**config.mk**
```make
export PLATFORM = sky130hd
export DESIGN_NAME = vga_scan
export DESIGN_NICKNAME = d
export VERILOG_FILES = /design/src/rtl/vga_scan.sv
export SDC_FILE = /design/constraint.sdc
export NUM_CORES = 1
export LEC_CHECK = 0
export BUFFER_PORTS_ARGS = -buffer_cell sky130_fd_sc_hd__buf_2
export CAP_MARGIN = 25
export CORE_ASPECT_RATIO = 0.75
export CORE_MARGIN = 5
export CORE_UTILIZATION = 45
export CTS_BUF_LIST = sky130_fd_sc_hd__clkbuf_8
export DETAILED_ROUTE_END_ITERATION = 6
export MAX_ROUTING_LAYER = met4
export PLACE_DENSITY = 0.68
export SLEW_MARGIN = 20
export SYNTH_ARGS = -nofsm -noshare
export SYNTH_HDL_FRONTEND = slang
export SYNTH_SLANG_ARGS = --single-unit
```
**constraint.sdc**
```tcl
create_clock -name pix_clk -period 3.8 [get_ports pix_clk]
set_input_delay 0.76 -clock pix_clk [delete_from_list [all_inputs] [get_ports pix_clk]]
set_output_delay 0.76 -clock pix_clk [all_outputs]
set_load 0.01 [all_outputs]
```
**src/rtl/vga_scan.sv**
```systemverilog
// 640x480@60 VGA scan-out of a 256x240 framebuffer, 2x doubled into a centred 512x480 window.
// Pins lag the counters by 2 pix_clk; `VGA_SCAN_BORDER_EN paints the pillarbox with BORDER_RGB.
module vga_scan #(
  parameter int          H_VIS      = 640,
  parameter int          H_FP       = 16,
  parameter int          H_SYNC     = 96,
  parameter int          H_BP       = 48,
  parameter int          V_VIS      = 480,
  parameter int          V_FP       = 10,
  parameter int          V_SYNC     = 2,
  parameter int          V_BP       = 33,
  parameter int          X_OFS      = 64,
  parameter logic [8:0]  BORDER_RGB = 9'h000
) (
  input  logic       pix_clk,
  input  logic       rst_n,
  output logic [7:0] pix_ptr_x,
  output logic [7:0] pix_ptr_y,
  input  logic [8:0] rgb,
  output logic [2:0] vga_r,
  output logic [2:0] vga_g,
  output logic [2:0] vga_b,
  output logic       vga_hs_n,
  output logic       vga_vs_n,
  output logic       vga_de,
  output logic       frame_tick
);

  localparam logic [9:0] H_LAST  = 10'(H_VIS + H_FP + H_SYNC + H_BP - 1);
  localparam logic [9:0] V_LAST  = 10'(V_VIS + V_FP + V_SYNC + V_BP - 1);
  localparam logic [9:0] H_VIS_C = 10'(H_VIS);
  localparam logic [9:0] V_VIS_C = 10'(V_VIS);
  localparam logic [9:0] HS_BEG  = 10'(H_VIS + H_FP);
  localparam logic [9:0] HS_END  = 10'(H_VIS + H_FP + H_SYNC);
  localparam logic [9:0] VS_BEG  = 10'(V_VIS + V_FP);
  localparam logic [9:0] VS_END  = 10'(V_VIS + V_FP + V_SYNC);
  localparam logic [9:0] WIN_BEG = 10'(X_OFS);
  localparam logic [9:0] WIN_END = 10'(X_OFS + 512);

`ifdef VGA_SCAN_BORDER_EN
  localparam logic [8:0] BORDER_COL = BORDER_RGB;
`else
  localparam logic [8:0] BORDER_COL = BORDER_RGB & 9'h000;
`endif

  logic [9:0] r_hcnt;
  logic [9:0] r_vcnt;
  logic       w_vis;
  logic       w_win;
  logic       w_hs;
  logic       w_vs;
  logic       w_tick;
  logic [9:0] w_xofs;
  logic [8:0] w_col;

  logic       r_s1_vis;
  logic       r_s1_win;
  logic       r_s1_hs;
  logic       r_s1_vs;
  logic       r_s1_tick;

  logic [8:0] r_col;
  logic       r_hs_n;
  logic       r_vs_n;
  logic       r_de;
  logic       r_tick;

  always_ff @(posedge pix_clk or negedge rst_n) begin
    if (!rst_n) begin
      r_hcnt <= 10'd0;
      r_vcnt <= 10'd0;
    end else if (r_hcnt == H_LAST) begin
      r_hcnt <= 10'd0;
      r_vcnt <= (r_vcnt == V_LAST) ? 10'd0 : r_vcnt + 10'd1;
    end else begin
      r_hcnt <= r_hcnt + 10'd1;
    end
  end

  assign w_vis  = (r_hcnt < H_VIS_C) && (r_vcnt < V_VIS_C);
  assign w_win  = w_vis && (r_hcnt >= WIN_BEG) && (r_hcnt < WIN_END);
  assign w_hs   = (r_hcnt >= HS_BEG) && (r_hcnt < HS_END);
  assign w_vs   = (r_vcnt >= VS_BEG) && (r_vcnt < VS_END);
  assign w_tick = (r_hcnt == 10'd0) && (r_vcnt == V_VIS_C);
  assign w_xofs = r_hcnt - WIN_BEG;

  // Halving both coordinates gives the 2x2 pixel doubling.
  assign pix_ptr_x = w_win ? 8'(w_xofs >> 1) : 8'd0;
  assign pix_ptr_y = w_win ? 8'(r_vcnt >> 1) : 8'd0;

  // Stage 1 holds the region flags while the framebuffer returns rgb.
  always_ff @(posedge pix_clk or negedge rst_n) begin
    if (!rst_n) begin
      r_s1_vis  <= 1'b0;
      r_s1_win  <= 1'b0;
      r_s1_hs   <= 1'b0;
      r_s1_vs   <= 1'b0;
      r_s1_tick <= 1'b0;
    end else begin
      r_s1_vis  <= w_vis;
      r_s1_win  <= w_win;
      r_s1_hs   <= w_hs;
      r_s1_vs   <= w_vs;
      r_s1_tick <= w_tick;
    end
  end

  assign w_col = r_s1_win ? rgb : (r_s1_vis ? BORDER_COL : 9'd0);

  always_ff @(posedge pix_clk or negedge rst_n) begin
    if (!rst_n) begin
      r_col  <= 9'd0;
      r_hs_n <= 1'b1;
      r_vs_n <= 1'b1;
      r_de   <= 1'b0;
      r_tick <= 1'b0;
    end else begin
      r_col  <= w_col;
      r_hs_n <= ~r_s1_hs;
      r_vs_n <= ~r_s1_vs;
      r_de   <= r_s1_vis;
      r_tick <= r_s1_tick;
    end
  end

  assign vga_r      = r_col[8:6];
  assign vga_g      = r_col[5:3];
  assign vga_b      = r_col[2:0];
  assign vga_hs_n   = r_hs_n;
  assign vga_vs_n   = r_vs_n;
  assign vga_de     = r_de;
  assign frame_tick = r_tick;

endmodule

```
==> metrics.cfg <==
[timing]
period_needed_ps = 2970
tightest_slew_ps = 825
rsz0062_at_grt = no
whs_ps = 351
totalNegativeSetupSlack_ps = 0
max_clock_freq_ghz = 0.337
setup_viol = 0
slew_violations = 0
maxSlewHeadroom = 0.450
post-route-period-util = 0.781
hold_viol = 0
fin_skew_ps = 3.39

[synthesis]
yosys_register_bits = 38
ys_seq_area_frac = 0.517
syn-num-nets = 192
yosysWarnings = 0
synthCells = 172
syn-mean-instance-area_sq_um = 10.7
ys_types = 40
synth_edf_count = 0
synth_ff_type = dfrtp_1
yosysTopAreaCell = dfrtp_1
async_flop_share = 1.00
synth_top_area_frac = 0.488
synth.area.top_cells = dfrtp_1, ha_1, and2_1
synth_area_sq_um = 1850

[floorplan]
placementRows = 20
die_h_um = 65.5
initial_core_util = 0.461
core_area_sq_um = 4000
die_w_um = 83.9
ios = 40
die_area_sq_um = 5500

[clocking]
cts_hold_buf = 0
cts.clk_slew.worst_paths_ps = 70
cts_tree = built
root_buffer = clkbuf_8
post_cts_resized = 0
clock-sinks = 38
clkLatencyLatePin_ps = 290
post_cts_buffers = 0
clockBufferDepth = 2
cts_buffers = 5
h-tree-depth = 2

[critical_path]
reg2reg_slack_ps = 1870
startpoint_type = register
slowest_stage = dfrtp_1
required_ps = 3040
cp_max_fo = 17
reg2reg_from = r_hcnt[6]$_DFF_PN0_
critPathCaptureType = output port
slowest_delay_ps = 430
worstPathCellList = inv_1 > ha_1 > nand2b_1 > a311o_1 > and3_1 > and2_2 > buf_2
r2r-end = r_vcnt[7]$_DFFE_PN0N_
reg2reg_depth = 6
cp.arrival_ps = 2210
path_class = reg2out

[final_layout]
antenna_cells = 0
final_layout_size_suffix_gt1_frac = 0.291
synthToLayoutAreaGrowth_pct = 16.9
fin_util = 0.539
fin_nets = 232

[drt]
wl_per_cell_um = 12.7
totalWireLength_um = 3420
num_vias = 1307
post_drt_via_cell_ratio = 4.88
drt-initial-drc-count = 71
drt_pass1_iterations = 4
drt.antenna.violating_nets = 0
drc = 0

[min_path]
min_path_type = reg2reg
holdPathEnd = frame_tick$_DFF_PN0_
hold_depth = 0
hold_start = r_s1_tick$_DFF_PN0_

[placed_design]
portBuffers = 39
place.gp.congestion = 0.809
dp_hpwl_um = 2470

[run]
max_cap_violations = 0

[power_and_ir_drop]
peakVddDrop_mv = 0.156
p_per_area_nw_per_um2 = 326
p_leak_nw = 1.08

[status]
status = finished, final reports clean

[grt]
grt_pass1_vias = 1222
grt_max_degree = 39
grt_usage = 0.141
globalRoute.totalOverflow = 0
grt_pass1_wl_um = 5760
antenna_found_initial = 0

[final cells by class]
type	instances	area (sq um)
Clock buffer	6	82.6
Inverter	10	37.5
Sequential cell	38	953
Timing Repair Buffer	39	195
Multi-Input combinational cell	118	807
Clock inverter	2	12.5
Tap cell	55	68.8
Fill cell	380	1850
[where the power goes]
group	switching (mW)	leakage, nW	internal [mW]
sequential	0	0.499	0.404
combinational	0.00827	0.536	0.00351
clock	0.141	0.0472	0.146
[per-layer routing]
layer / vias up / share of wire / GRT usage / wire length, um
met1: 615 / 0.50 / 0.181 / 1700
li1: 657 / - / - / -
met3: 8 / 0.057 / 0.0464 / 195
met4: 0 / 0.022 / 0.0723 / 76
met2: 27 / 0.42 / 0.200 / 1440
met5: - / 0 / - / 0
[synthesized netlist by cell type, types with 2 or more instances]
master and n:
nor3_1 4, buf_2 2, buf_6 3, xor2_1 3, dfstp_2 2, ha_1 9
nand2_1 10, or3_1 2, and2_4 8, and3_1 5, nor3b_1 2, nand4_1 2
and2_2 2, xnor2_1 5, dfrtp_1 36, o21ai_0 10, nor2_1 5, inv_1 10
nand3_1 12, nand2b_1 2, and2_1 14, nor4_1 2, a21oi_1 4, nand3b_1 2
[cell usage in the layout, fill, tap and decap left out, types with 3 or more instances in the layout]
cell type  synthesis  final
nand2_1           10     10
inv_1             10     10
buf_2              2     39
o21ai_0           10     10
a21oi_1            4      4
nor2_1             5      5
clkbuf_8           0      6
ha_1               9      9
nand3_1           12     12
xnor2_1            5      5
xor2_1             3      3
and2_4             8      8
and3_1             5      5
and2_1            14     14
nor3_1             4      4
dfrtp_1           36     36
[cells by family after synthesis]
family / count (synthesis) / share of synthesized area
AOI/OAI and AO/OA: 20 / 0.0624
xor gates and xnor gates: 8 / 0.0380
adders and majority gates: 9 / 0.0610
buffers and inverters: 16 / 0.0461
DFF: 38 / 0.517
muxes: 1 / 0.00542
and+or+nand+nor: 80 / 0.271
[worst max-delay path by stage]
| stage | from | end | slack, ps | cells past startpoint |
|---|---|---|---|---|
| floorplan | r_hcnt[6]$_DFF_PN0_ | pix_ptr_x[3] | 1400 | 8 |
| global placement | r_hcnt[6]$_DFF_PN0_ | pix_ptr_x[1] | 1180 | 7 |
| detailed placement | r_hcnt[2]$_DFF_PN0_ | pix_ptr_x[7] | 1150 | 5 |
| CTS | r_hcnt[6]$_DFF_PN0_ | pix_ptr_y[7] | 820 | 7 |
| global route | r_hcnt[6]$_DFF_PN0_ | pix_ptr_x[7] | 570 | 7 |
| finish | r_hcnt[6]$_DFF_PN0_ | pix_ptr_y[7] | 830 | 7 |
[registers in the layout, summed over array words and instances (netlist names)]
name        flops
r_hcnt         10
vga_hs_n        1
r_s1_vis        1
r_s1_tick       1
r_s1_win        1
r_s1_vs         1
r_vcnt         10
vga_vs_n        1
r_col           9
r_s1_hs         1
vga_de          1
frame_tick      1
[per-stage QoR]
| stage | total power, mW | setup slack, ps | std cells | area (sq um) |
|---|---|---|---|---|
| 4_1_cts | 0.714 | 818 | 268 | 2160 |
| 2_1_floorplan | 0.412 | 1400 | 172 | 1850 |
| 6_report | 0.703 | 831 | 268 | 2160 |
| 5_1_grt | 0.730 | 575 | 268 | 2160 |
| 3_3_place_gp | 0.425 | 1180 | 260 | 2060 |
| 3_5_place_dp | 0.425 | 1150 | 260 | 2060 |
[critical path: cells and delay by family (launching register included)]
kind            cells  cell delay, ps
compound gates      1             320
fa+ha+maj           1             180
buf+inv             2             300
flops               1             430
simple gates        3             680
(Power assumes the default switching activity.)
